==> src/rtl/emmc_dat_crc16_lanes_if.sv <==
// Bus bundle for emmc_dat_crc16_lanes: block control, per-lane DAT bits and CRC results.
// The master side is the block data path / framer, the slave side is the CRC engine.
interface emmc_dat_crc16_lanes_if #(
    parameter int LANES = 8,
    parameter int CNT_W = 13
);
    logic                   start;
    logic                   mode;
    logic [1:0]             bus_width;
    logic [CNT_W-1:0]       blk_bits;
    logic [LANES-1:0]       dat_in;
    logic                   dat_valid;
    logic [LANES-1:0]       dat_out;
    logic                   dat_out_valid;
    logic                   busy;
    logic                   done;
    logic                   crc_ok;
    logic [LANES-1:0]       crc_err_lanes;
    logic [16*LANES-1:0]    crc_val;

    modport master (
        output start, mode, bus_width, blk_bits, dat_in, dat_valid,
        input  dat_out, dat_out_valid, busy, done, crc_ok, crc_err_lanes, crc_val
    );

    modport slave (
        input  start, mode, bus_width, blk_bits, dat_in, dat_valid,
        output dat_out, dat_out_valid, busy, done, crc_ok, crc_err_lanes, crc_val
    );
endinterface

==> src/rtl/emmc_dat_crc16_lanes.sv <==
// Multi-lane CCITT CRC16 engine for the eMMC DAT bus (x^16+x^12+x^5+1, init 0, MSB first).
// GEN mode appends 16 CRC bits per lane; CHK mode compares received CRC bits and flags bad lanes.
module emmc_dat_crc16_lanes #(
    parameter int LANES = 8,
    parameter int CNT_W = 13
) (
    input  logic                 clk,
    input  logic                 rst_n,
    emmc_dat_crc16_lanes_if.slave bus
);
    typedef enum logic [1:0] {ST_IDLE, ST_DATA, ST_CRC, ST_DONE} state_e;

    state_e              state_q;
    logic                mode_q;
    logic [LANES-1:0]    lane_en_q;
    logic [LANES-1:0]    err_q;
    logic [CNT_W-1:0]    cnt_q;
    logic [3:0]          k_q;
    logic                crc_ok_q;
    logic [16*LANES-1:0] crc_val_q;
    logic [15:0]         lfsr_q [LANES];

    logic [15:0]         lfsr_d [LANES];
    logic [LANES-1:0]    msb;
    logic [LANES-1:0]    err_d;

    function automatic logic [15:0] crc_step(input logic [15:0] c, input logic d);
        logic inv;
        inv = d ^ c[15];
        return {c[14:12], c[11] ^ inv, c[10:5], c[4] ^ inv, c[3:0], inv};
    endfunction

    // Reserved width code 3 falls back to single-lane operation.
    function automatic logic [LANES-1:0] lane_mask(input logic [1:0] bw);
        logic [LANES-1:0] m;
        m = '0;
        case (bw)
            2'd1:    m[3:0] = '1;
            2'd2:    m[7:0] = '1;
            default: m[0]   = 1'b1;
        endcase
        return m;
    endfunction

    always_comb begin
        // NOTE: every combinational signal gets a default before any conditional update, so no latch is inferred.
        msb = '0;
        for (int l = 0; l < LANES; l++) begin
            lfsr_d[l] = lane_en_q[l] ? crc_step(lfsr_q[l], bus.dat_in[l]) : lfsr_q[l];
            msb[l]    = lfsr_q[l][15];
        end
        err_d = err_q | ((bus.dat_in ^ msb) & lane_en_q);
    end

    // NOTE: sequential state uses non-blocking assignments only, so every register samples pre-edge values.
    always_ff @(posedge clk) begin
        if (!rst_n) begin
            state_q   <= ST_IDLE;
            mode_q    <= 1'b0;
            lane_en_q <= '0;
            err_q     <= '0;
            cnt_q     <= '0;
            k_q       <= '0;
            crc_ok_q  <= 1'b1;
            crc_val_q <= '0;
            // NOTE: the LFSR array is reset like plain registers, since an abandoned block must leave all lanes at 0.
            for (int l = 0; l < LANES; l++) lfsr_q[l] <= '0;
        end else begin
            case (state_q)
                ST_IDLE: begin
                    if (bus.start) begin
                        mode_q    <= bus.mode;
                        lane_en_q <= lane_mask(bus.bus_width);
                        err_q     <= '0;
                        cnt_q     <= bus.blk_bits;
                        k_q       <= 4'd15;
                        crc_ok_q  <= 1'b1;
                        crc_val_q <= '0;
                        for (int l = 0; l < LANES; l++) lfsr_q[l] <= '0;
                        state_q   <= (bus.blk_bits != '0) ? ST_DATA : ST_CRC;
                    end
                end
                ST_DATA: begin
                    if (bus.dat_valid) begin
                        cnt_q <= cnt_q - CNT_W'(1);
                        for (int l = 0; l < LANES; l++) lfsr_q[l] <= lfsr_d[l];
                        if (cnt_q == CNT_W'(1)) begin
                            for (int l = 0; l < LANES; l++) crc_val_q[16*l +: 16] <= lfsr_d[l];
                            k_q     <= 4'd15;
                            state_q <= ST_CRC;
                        end
                    end
                end
                ST_CRC: begin
                    // GEN runs free for 16 cycles; CHK advances only on qualified received bits.
                    if (!mode_q || bus.dat_valid) begin
                        for (int l = 0; l < LANES; l++) lfsr_q[l] <= {lfsr_q[l][14:0], 1'b0};
                        k_q <= k_q - 4'd1;
                        if (mode_q) err_q <= err_d;
                        if (k_q == 4'd0) begin
                            crc_ok_q <= !mode_q || (err_d == '0);
                            state_q  <= ST_DONE;
                        end
                    end
                end
                ST_DONE: state_q <= ST_IDLE;
                default: state_q <= ST_IDLE;
            endcase
        end
    end

    assign bus.busy          = (state_q != ST_IDLE);
    assign bus.done          = (state_q == ST_DONE);
    assign bus.dat_out_valid = (state_q == ST_CRC) && !mode_q;
    assign bus.dat_out       = bus.dat_out_valid ? (msb & lane_en_q) : '0;
    assign bus.crc_ok        = crc_ok_q;
    assign bus.crc_err_lanes = err_q;
    assign bus.crc_val       = crc_val_q;
endmodule

==> src/flat_wrapper.sv <==
// flat-port wrapper written by rule: the top's interface ports become plain ports
module emmc_dat_crc16_lanes_flat 
#(
    parameter int LANES = 8,
    parameter int CNT_W = 13
)
  (clk, rst_n, bus_start, bus_mode, bus_bus_width, bus_blk_bits, bus_dat_in, bus_dat_valid, bus_dat_out, bus_dat_out_valid, bus_busy, bus_done, bus_crc_ok, bus_crc_err_lanes, bus_crc_val);
  emmc_dat_crc16_lanes_if #(.LANES(LANES), .CNT_W(CNT_W)) bus_i ();
  input  logic clk;
  input  logic rst_n;
  input wire logic [$bits(bus_i.start)-1:0] bus_start;
  input wire logic [$bits(bus_i.mode)-1:0] bus_mode;
  input wire logic [$bits(bus_i.bus_width)-1:0] bus_bus_width;
  input wire logic [$bits(bus_i.blk_bits)-1:0] bus_blk_bits;
  input wire logic [$bits(bus_i.dat_in)-1:0] bus_dat_in;
  input wire logic [$bits(bus_i.dat_valid)-1:0] bus_dat_valid;
  output wire logic [$bits(bus_i.dat_out)-1:0] bus_dat_out;
  output wire logic [$bits(bus_i.dat_out_valid)-1:0] bus_dat_out_valid;
  output wire logic [$bits(bus_i.busy)-1:0] bus_busy;
  output wire logic [$bits(bus_i.done)-1:0] bus_done;
  output wire logic [$bits(bus_i.crc_ok)-1:0] bus_crc_ok;
  output wire logic [$bits(bus_i.crc_err_lanes)-1:0] bus_crc_err_lanes;
  output wire logic [$bits(bus_i.crc_val)-1:0] bus_crc_val;
  assign bus_i.start = bus_start;
  assign bus_i.mode = bus_mode;
  assign bus_i.bus_width = bus_bus_width;
  assign bus_i.blk_bits = bus_blk_bits;
  assign bus_i.dat_in = bus_dat_in;
  assign bus_i.dat_valid = bus_dat_valid;
  assign bus_dat_out = bus_i.dat_out;
  assign bus_dat_out_valid = bus_i.dat_out_valid;
  assign bus_busy = bus_i.busy;
  assign bus_done = bus_i.done;
  assign bus_crc_ok = bus_i.crc_ok;
  assign bus_crc_err_lanes = bus_i.crc_err_lanes;
  assign bus_crc_val = bus_i.crc_val;
  emmc_dat_crc16_lanes #(.LANES(LANES), .CNT_W(CNT_W)) u_core (.clk(clk), .rst_n(rst_n), .bus(bus_i));
endmodule
==> config.mk <==
export PLATFORM = sky130hd
export DESIGN_NAME = emmc_dat_crc16_lanes_flat
export DESIGN_NICKNAME = d
export VERILOG_FILES = /design/src/rtl/emmc_dat_crc16_lanes_if.sv /design/src/rtl/emmc_dat_crc16_lanes.sv /design/src/flat_wrapper.sv
export SDC_FILE = /design/constraint.sdc
export NUM_CORES = 1
export LEC_CHECK = 0
export ABC_AREA = 1
export BUFFER_PORTS_ARGS = -buffer_cell sky130_fd_sc_hd__buf_2
export CAP_MARGIN = 20
export CORE_MARGIN = 3
export CORE_UTILIZATION = 50
export CTS_CLUSTER_SIZE = 30
export DETAILED_ROUTE_END_ITERATION = 6
export GPL_TIMING_DRIVEN = 0
export HOLD_SLACK_MARGIN = 0.06
export PLACE_DENSITY_LB_ADDON = 0.3
export SYNTH_ARGS = -nofsm -noshare
export SYNTH_HDL_FRONTEND = slang
export SYNTH_SLANG_ARGS = --single-unit
==> constraint.sdc <==
create_clock -name clk -period 10.8 [get_ports clk]
set_input_delay 2.16 -clock clk [delete_from_list [all_inputs] [get_ports clk]]
set_output_delay 2.16 -clock clk [all_outputs]
set_load 0.03 [all_outputs]
==> impl_metrics.json, run 1 <==
{
  "status": "finished clean",
  "grt_start_max_net_pins": 18,
  "die-width_um": 173,
  "critPathKind": "register to output pin",
  "start_util_pct": 51.5,
  "setup_viol": 0,
  "syn_nets": 1872,
  "synth_ff_type": "dfxtp_1",
  "placed_area_um2": 15400,
  "required_ps": 8640,
  "area_delta_synth_final_pct": 16.9,
  "critPathLaunchType": "register",
  "crit_fanout": 8,
  "synth-compound-area-share_pct": 19.7,
  "rows": 60,
  "io_buffers": 174,
  "synthAdderAreaFrac_pct": 0.714,
  "synth_xor_area_share_pct": 0.0624,
  "postRouteAntennaNets": 0,
  "drive_gt1_share_pct": 13.4,
  "synth_edf_count": 124,
  "ctsHtreeMaxLevel": 1,
  "leakagePower_uw": 0.00675,
  "grt_pass1_vias": 12615,
  "most-common-layout-cells": "nand2_1 (324), nor2_1 (287), o21ai_0 (250), buf_2 (197), inv_1 (170)",
  "synthMuxAreaShare_pct": 0,
  "synth_area_per_cell_um2": 7.64,
  "postCtsSetupRepairBufs": 0,
  "drt-initial-drc-count": 1626,
  "avgRoutedWirePerCell_um": 17.1,
  "clock_latency_ps": 560,
  "cellPowerDensity_nw_per_um2": 288,
  "cts_tree": "yes",
  "finClkSkew_ps": 11.1,
  "first_pass_iters": 5,
  "final_max_slew_viol_count": 0,
  "grt_pass1_wl_um": 66000,
  "vdd_ir_drop_max_uv": 176,
  "numCtsBuffers": 30,
  "grt_overflow": 0,
  "period_needed_ps": 4900,
  "yosysSeqAreaShare_pct": 50.0,
  "design_area_um2": 16400,
  "cts-resized-gates": 0,
  "yosysWarnings": 0,
  "gp_congestion": 0.906,
  "ctsRootBufferMaster": "clkbuf_16",
  "max_cap_violations": 0,
  "ys_ff_latch": 288,
  "period_share_pct": 45.3,
  "cts_sinks": 288,
  "timing.setup.tns_ps": 0,
  "ctsLongestPathBuffers": 3,
  "synthArstFlopShare_pct": 0,
  "dp_hpwl_um": 30400,
  "rsz0062_at_grt": "no",
  "yosysUniqueCellTypes": 31,
  "synthSimpleGateAreaFrac_pct": 20.4,
  "arrival_ps": 2740,
  "fp.dieH_um": 173,
  "fin_nets": 2082,
  "ctsHoldBuffers": 0,
  "syn-cell-area_um2": 14000,
  "die-area_um2": 30100,
  "antenna_cells": 0,
  "drc": 0,
  "tightest_slew_ps": 974,
  "timing.fmax_ghz": 0.204,
  "synth_top_family_by_area": "simple AND/OR/NAND/NOR gates",
  "grt_use_total_pct": 26.7,
  "clk_pin_slew_ps": 60,
  "hold_violations": 0,
  "hold_path_class": "register to register",
  "ioPinCount": 176,
  "slew_headroom_pct": 34.9,
  "final_common_cell": "nand2_1",
  "wirelength_um": 41800,
  "syn_inst": 1836,
  "vias": 13682,
  "end_kind": "output pin",
  "antenna_found_initial": 0,
  "coreArea_um2": 27300,
  "vias_per_cell": 5.61
}
==> cell usage after synthesis (3+ instances only) <==
library cell	instances	area, um^2
o22ai_1	103	644
clkbuf_1	79	297
buf_1	12	45.0
dfxtp_1	164	3280
nand3_1	59	295
inv_1	170	638
nand2_1	324	1220
buf_4	3	22.5
buf_2	23	115
nand2_2	3	18.8
edfxtp_1	124	3720
nor2_4	3	33.8
nor2_1	287	1080
o21ai_0	250	1250
nor3_1	9	45.0
nand4_1	18	113
ha_1	8	100
a21oi_1	163	816
buf_6	14	158
nand3b_1	4	30.0
==> through the flow <==
step / setup slack, ps / hold slack (ps) / std cells / total power [uW] / utilization [%]
3_3_place_gp: 4010 / 449 / 2382 / 3630 / 56.4
3_5_place_dp: 5690 / 452 / 2386 / 3690 / 56.6
4_1_cts: 6010 / 460 / 2441 / 4710 / 60.2
5_1_grt: 5820 / 485 / 2441 / 5030 / 60.2
6_report: 5900 / 459 / 2441 / 4730 / 60.2
2_1_floorplan: 5550 / 444 / 1836 / 3100 / -
==> report_power, final <==
group | switching (uW) | internal [uW] | total, uW | leakage (uW)
sequential | 175 | 1470 | 1640 | 0.00271
combinational | 1440 | 620 | 2060 | 0.00356
clock | 434 | 586 | 1020 | 0.000478
==> registers in the layout (all words and copies together) (netlist names) <==
signal,flops
u_core.bus.crc_val,128
u_core.lfsr_q,128
u_core.cnt_q,13
u_core.k_q,4
u_core.bus.crc_err_lanes,8
u_core.lane_en_q,3
u_core.state_q,2
u_core.mode_q,1
u_core.bus.crc_ok,1
==> worst max-delay path, stage by stage (launching register included) <==
cell	delay, ps
dfxtp_1	330
inv_1	100
ha_1	150
clkbuf_1	310
inv_1	130
nor2_1	320
inv_1	250
nor3_1	330
buf_2	270
==> layout make-up <==
class                           count  area (um^2)
Multi-Input combinational cell   1243         5730
Buffer                            131          637
Fill cell                        2519        10800
Timing Repair Buffer              178          940
Sequential cell                   288         7010
Clock inverter                      7         41.3
Tap cell                          372          465
Clock buffer                       48          930
Inverter                          174          653
==> path summary, 6_finish.rpt <==
check                                           start                             endpoint  slack, ps  cells after the start
hold reg to reg   u_core.bus.crc_val[61]$_SDFFE_PN0P_  u_core.bus.crc_val[61]$_SDFFE_PN0P_        460                      2
hold / removal    u_core.bus.crc_val[61]$_SDFFE_PN0P_  u_core.bus.crc_val[61]$_SDFFE_PN0P_        460                      2
setup / recovery       u_core.state_q[0]$_SDFFE_PN0P_                       bus_dat_out[3]       5900                      8
setup reg to reg       u_core.state_q[0]$_SDFFE_PN0P_        u_core.lfsr_q[7][6]$_DFFE_PP_       7120                      8
==> cell families after synthesis <==
| group | after synthesis |
|---|---|
| adder cells (fa/ha/maj) | 8 |
| buffers and inverters | 305 |
| AND/OR/NAND/NOR | 712 |
| flip-flops | 288 |
| AO/OA/AOI/OAI | 522 |
| XOR/XNOR | 1 |
==> routing by layer <==
metal  GRT usage (%)  wire length, um
met1            36.5            17500
met5               0                0
met2            43.3            19200
met4            7.33             1050
met3            5.45             4060
Note: power is estimated with default switching activity, not from simulation.
==> run 2, diff against run 1 <==
--- a/config.mk
+++ b/config.mk
@@ -5,7 +5,7 @@
 export SDC_FILE = /design/constraint.sdc
 export NUM_CORES = 1
 export LEC_CHECK = 0
-export ABC_AREA = 1
+export ABC_AREA = 0
 export BUFFER_PORTS_ARGS = -buffer_cell sky130_fd_sc_hd__buf_2
 export CAP_MARGIN = 20
 export CORE_MARGIN = 3
==> constraint.sdc (replaced) <==
create_clock -name clk -period 4.7 [get_ports clk]
set_input_delay 0.94 -clock clk [delete_from_list [all_inputs] [get_ports clk]]
set_output_delay 0.94 -clock clk [all_outputs]
set_load 0.03 [all_outputs]
==> run 2 against run 1 <==
Compared with the run above: register-to-register slack worse by 5500 ps; final area is 8.3% lower; first-iteration DRC count is 50% lower; clock power grew to 2.5 times the previous value; flip-flop and latch count stayed put; sequential share of layout area is 3.9 points higher; sequential power is 110% higher; highest routed layer unchanged.
==> impl_metrics.json, run 2 <==
{
  "hold-path-cell-count": 1,
  "antenna_found_initial": 0,
  "grt_start_max_net_pins": 30,
  "gr-usage-met2_pct": 36.0,
  "max_cap_violations": 0,
  "arrival_ps": 3020,
  "fin_cells": 1581,
  "synth_common_cells": "dfxtp_1 (164), mux2i_1 (130), o2bb2ai_1 (129)",
  "ys_ff_latch": 288,
  "pwr-share-seq_pct": 43.2,
  "cp_num_buf_inv": 4,
  "drive_gt1_share_pct": 21.2,
  "crit_path_max_incr_delay_ps": 610,
  "finalWorstSetupSlack_ps": 740,
  "syn_nets": 1061,
  "slew_headroom_pct": 32.6,
  "ctsHtreeMaxLevel": 1,
  "most-common-layout-cells": "buf_2 (187), dfxtp_1 (164), mux2i_1 (130), o2bb2ai_1 (129), edfxtp_1 (124)",
  "die-area_um2": 27200,
  "hold_violations": 0,
  "cp_slowest_cell": "clkbuf_1",
  "start_util_pct": 51.4,
  "timing.setup.tns_ps": 0,
  "area_delta_synth_final_pct": 19.2,
  "reg2reg_setup_slack_ps": 1670,
  "met3_usage_pct": 4.77,
  "crit_path_frequent_cell": "clkbuf_1",
  "postCtsSetupRepairBufs": 0,
  "hold_path_class": "register to register",
  "critPathKind": "register to output pin",
  "rows": 57,
  "timing.fmax_ghz": 0.253,
  "cts-resized-gates": 0,
  "dp_hpwl_um": 22000,
  "yosysSeqAreaShare_pct": 55.5,
  "dp_cells": 1525,
  "antenna_cells": 0,
  "final_common_cell": "buf_2",
  "status": "finished clean",
  "yosys.area.top_type_share_pct": 29.5,
  "grt_overflow": 0,
  "synth_area_per_cell_um2": 12.3,
  "clock_latency_ps": 560,
  "synth_ff_type": "dfxtp_1",
  "clk_pin_slew_ps": 60,
  "leakagePower_uw": 0.00593,
  "critPathLaunchType": "register",
  "total_power_uw": 7990,
  "hp-start": "u_core.bus.crc_val[32]$_SDFFE_PN0P_",
  "end_kind": "output pin",
  "postRouteAntennaNets": 0,
  "timing.rr.start": "u_core.state_q[1]$_SDFFE_PN0P_",
  "avgRoutedWirePerCell_um": 20.3,
  "ctsRootBufferMaster": "clkbuf_16",
  "fp.dieH_um": 165,
  "ctsLongestPathBuffers": 3,
  "vdd_ir_drop_max_uv": 389,
  "period_share_pct": 84.2,
  "cellPowerDensity_nw_per_um2": 531,
  "crit_chain": "inv_1, ha_1, clkbuf_1, nor2b_1, clkbuf_1, and3_1, buf_2",
  "holdWs_ps": 458,
  "crit_family": "buffers and inverters",
  "place_ws_ps": 1330,
  "synthTopCellsByArea": "edfxtp_1 (30%), dfxtp_1 (26%), mux2i_1 (10%)",
  "p_int_uw": 5370,
  "syn_inst": 1025,
  "grt_pass1_wl_um": 50300,
  "finClkSkew_ps": 11.0,
  "grt_pass1_vias": 9131,
  "combinationalPowerShare_pct": 24.7,
  "tightest_slew_ps": 1010,
  "grt_use_total_pct": 23.3,
  "gp_congestion": 0.900,
  "numCtsBuffers": 30,
  "syn-cell-area_um2": 12600,
  "wirelength_um": 32100,
  "final_max_slew_viol_count": 0,
  "period_needed_ps": 3960,
  "top_usage_layer": "met2",
  "crit_fanout": 10,
  "switching_share_pct": 32.7,
  "synth_top_cell_by_area": "edfxtp_1",
  "drt-initial-drc-count": 811,
  "setup_viol": 0,
  "cts_sinks": 288,
  "reg2reg_depth": 8,
  "first_pass_iters": 5,
  "coreArea_um2": 24500,
  "synthArstFlopShare_pct": 0,
  "vias": 9436,
  "die-width_um": 165,
  "drc": 0,
  "use_met1_pct": 33.7,
  "synth.most_common_cell": "dfxtp_1",
  "netSwitchingPower_uw": 2610,
  "ctsHoldBuffers": 0,
  "synth_edf_count": 124,
  "yosysUniqueCellTypes": 64,
  "path_depth": 7,
  "cts_tree": "yes",
  "pwr-share-clk_pct": 32.1,
  "rsz0062_at_grt": "no",
  "reg2reg_to": "u_core.lfsr_q[6][5]$_DFFE_PP_",
  "vias_per_cell": 5.97,
  "io_buffers": 174,
  "worstHoldEndpoint": "u_core.bus.crc_val[32]$_SDFFE_PN0P_",
  "ioPinCount": 176,
  "fin_nets": 1269,
  "required_ps": 3760,
  "yosysWarnings": 0
}
==> run 2: cell count changes in the layout (fill, tap and decap cells not counted), sizes merged, moves of 130 or more <==
cell and delta:
nand2 -289, nor2 -255, o21ai -225, inv -159, a21oi -144, o2bb2ai +131, mux2i +130
==> run 2: routing by layer <==
metal	up-vias	share of wire [%]
met5	-	0
met4	0	1.8
met3	48	8.0
met2	380	45
met1	4573	45
li1	4435	-
==> run 2: how the worst max path moves through the flow <==
stage	start	endpoint	slack, ps
finish	u_core.state_q[0]$_SDFFE_PN0P_	bus_dat_out[7]	740
global route	u_core.state_q[0]$_SDFFE_PN0P_	bus_dat_out[6]	660
CTS	u_core.state_q[0]$_SDFFE_PN0P_	bus_dat_out[6]	810
detailed placement	rst_n	u_core.lfsr_q[6][5]$_DFFE_PP_	1330
global placement	rst_n	u_core.lfsr_q[1][9]$_SDFFCE_PN0P_	400
floorplan	rst_n	u_core.lfsr_q[1][0]$_SDFFCE_PP0P_	1480
==> run 2: power by group through the flow <==
stage	Clock, uW	Sequential (uW)	Combinational [uW]
CTS	2580	3440	1960
finish	2560	3450	1970
floorplan	0	3380	1460
detailed placement	0	3480	1950
global placement	0	3470	1900
global route	2690	3510	2160
==> run 2: layout make-up <==
cell class | instances | area [um^2]
fill | 2031 | 9490
multi-input combinational | 637 | 5080
tap | 324 | 405
buffer | 86 | 482
inverter | 14 | 52.6
sequential | 288 | 7010
clock inverter | 8 | 88.8
timing repair buffer | 176 | 918
clock buffer | 48 | 1000
==> run 2: stage by stage <==
| step | util, % | area (um^2) |
|---|---|---|
| after floorplan | - | 12600 |
| after global placement | 56.6 | 13900 |
| after detailed placement | 56.8 | 13900 |
| after CTS | 61.3 | 15000 |
| after global routing | 61.3 | 15000 |
| final | 61.3 | 15000 |
==> run 2: logic make-up after synthesis <==
| family | after synthesis | share of synthesized area (%) |
|---|---|---|
| buffers and inverters | 100 | 4.23 |
| adder cells (fa/ha/maj) | 8 | 0.793 |
| AND/OR/NAND/NOR | 143 | 5.69 |
| AO/OA/AOI/OAI | 330 | 21.6 |
| multiplexers | 132 | 10.5 |
| flip-flops | 288 | 55.5 |
| XOR/XNOR | 24 | 1.67 |
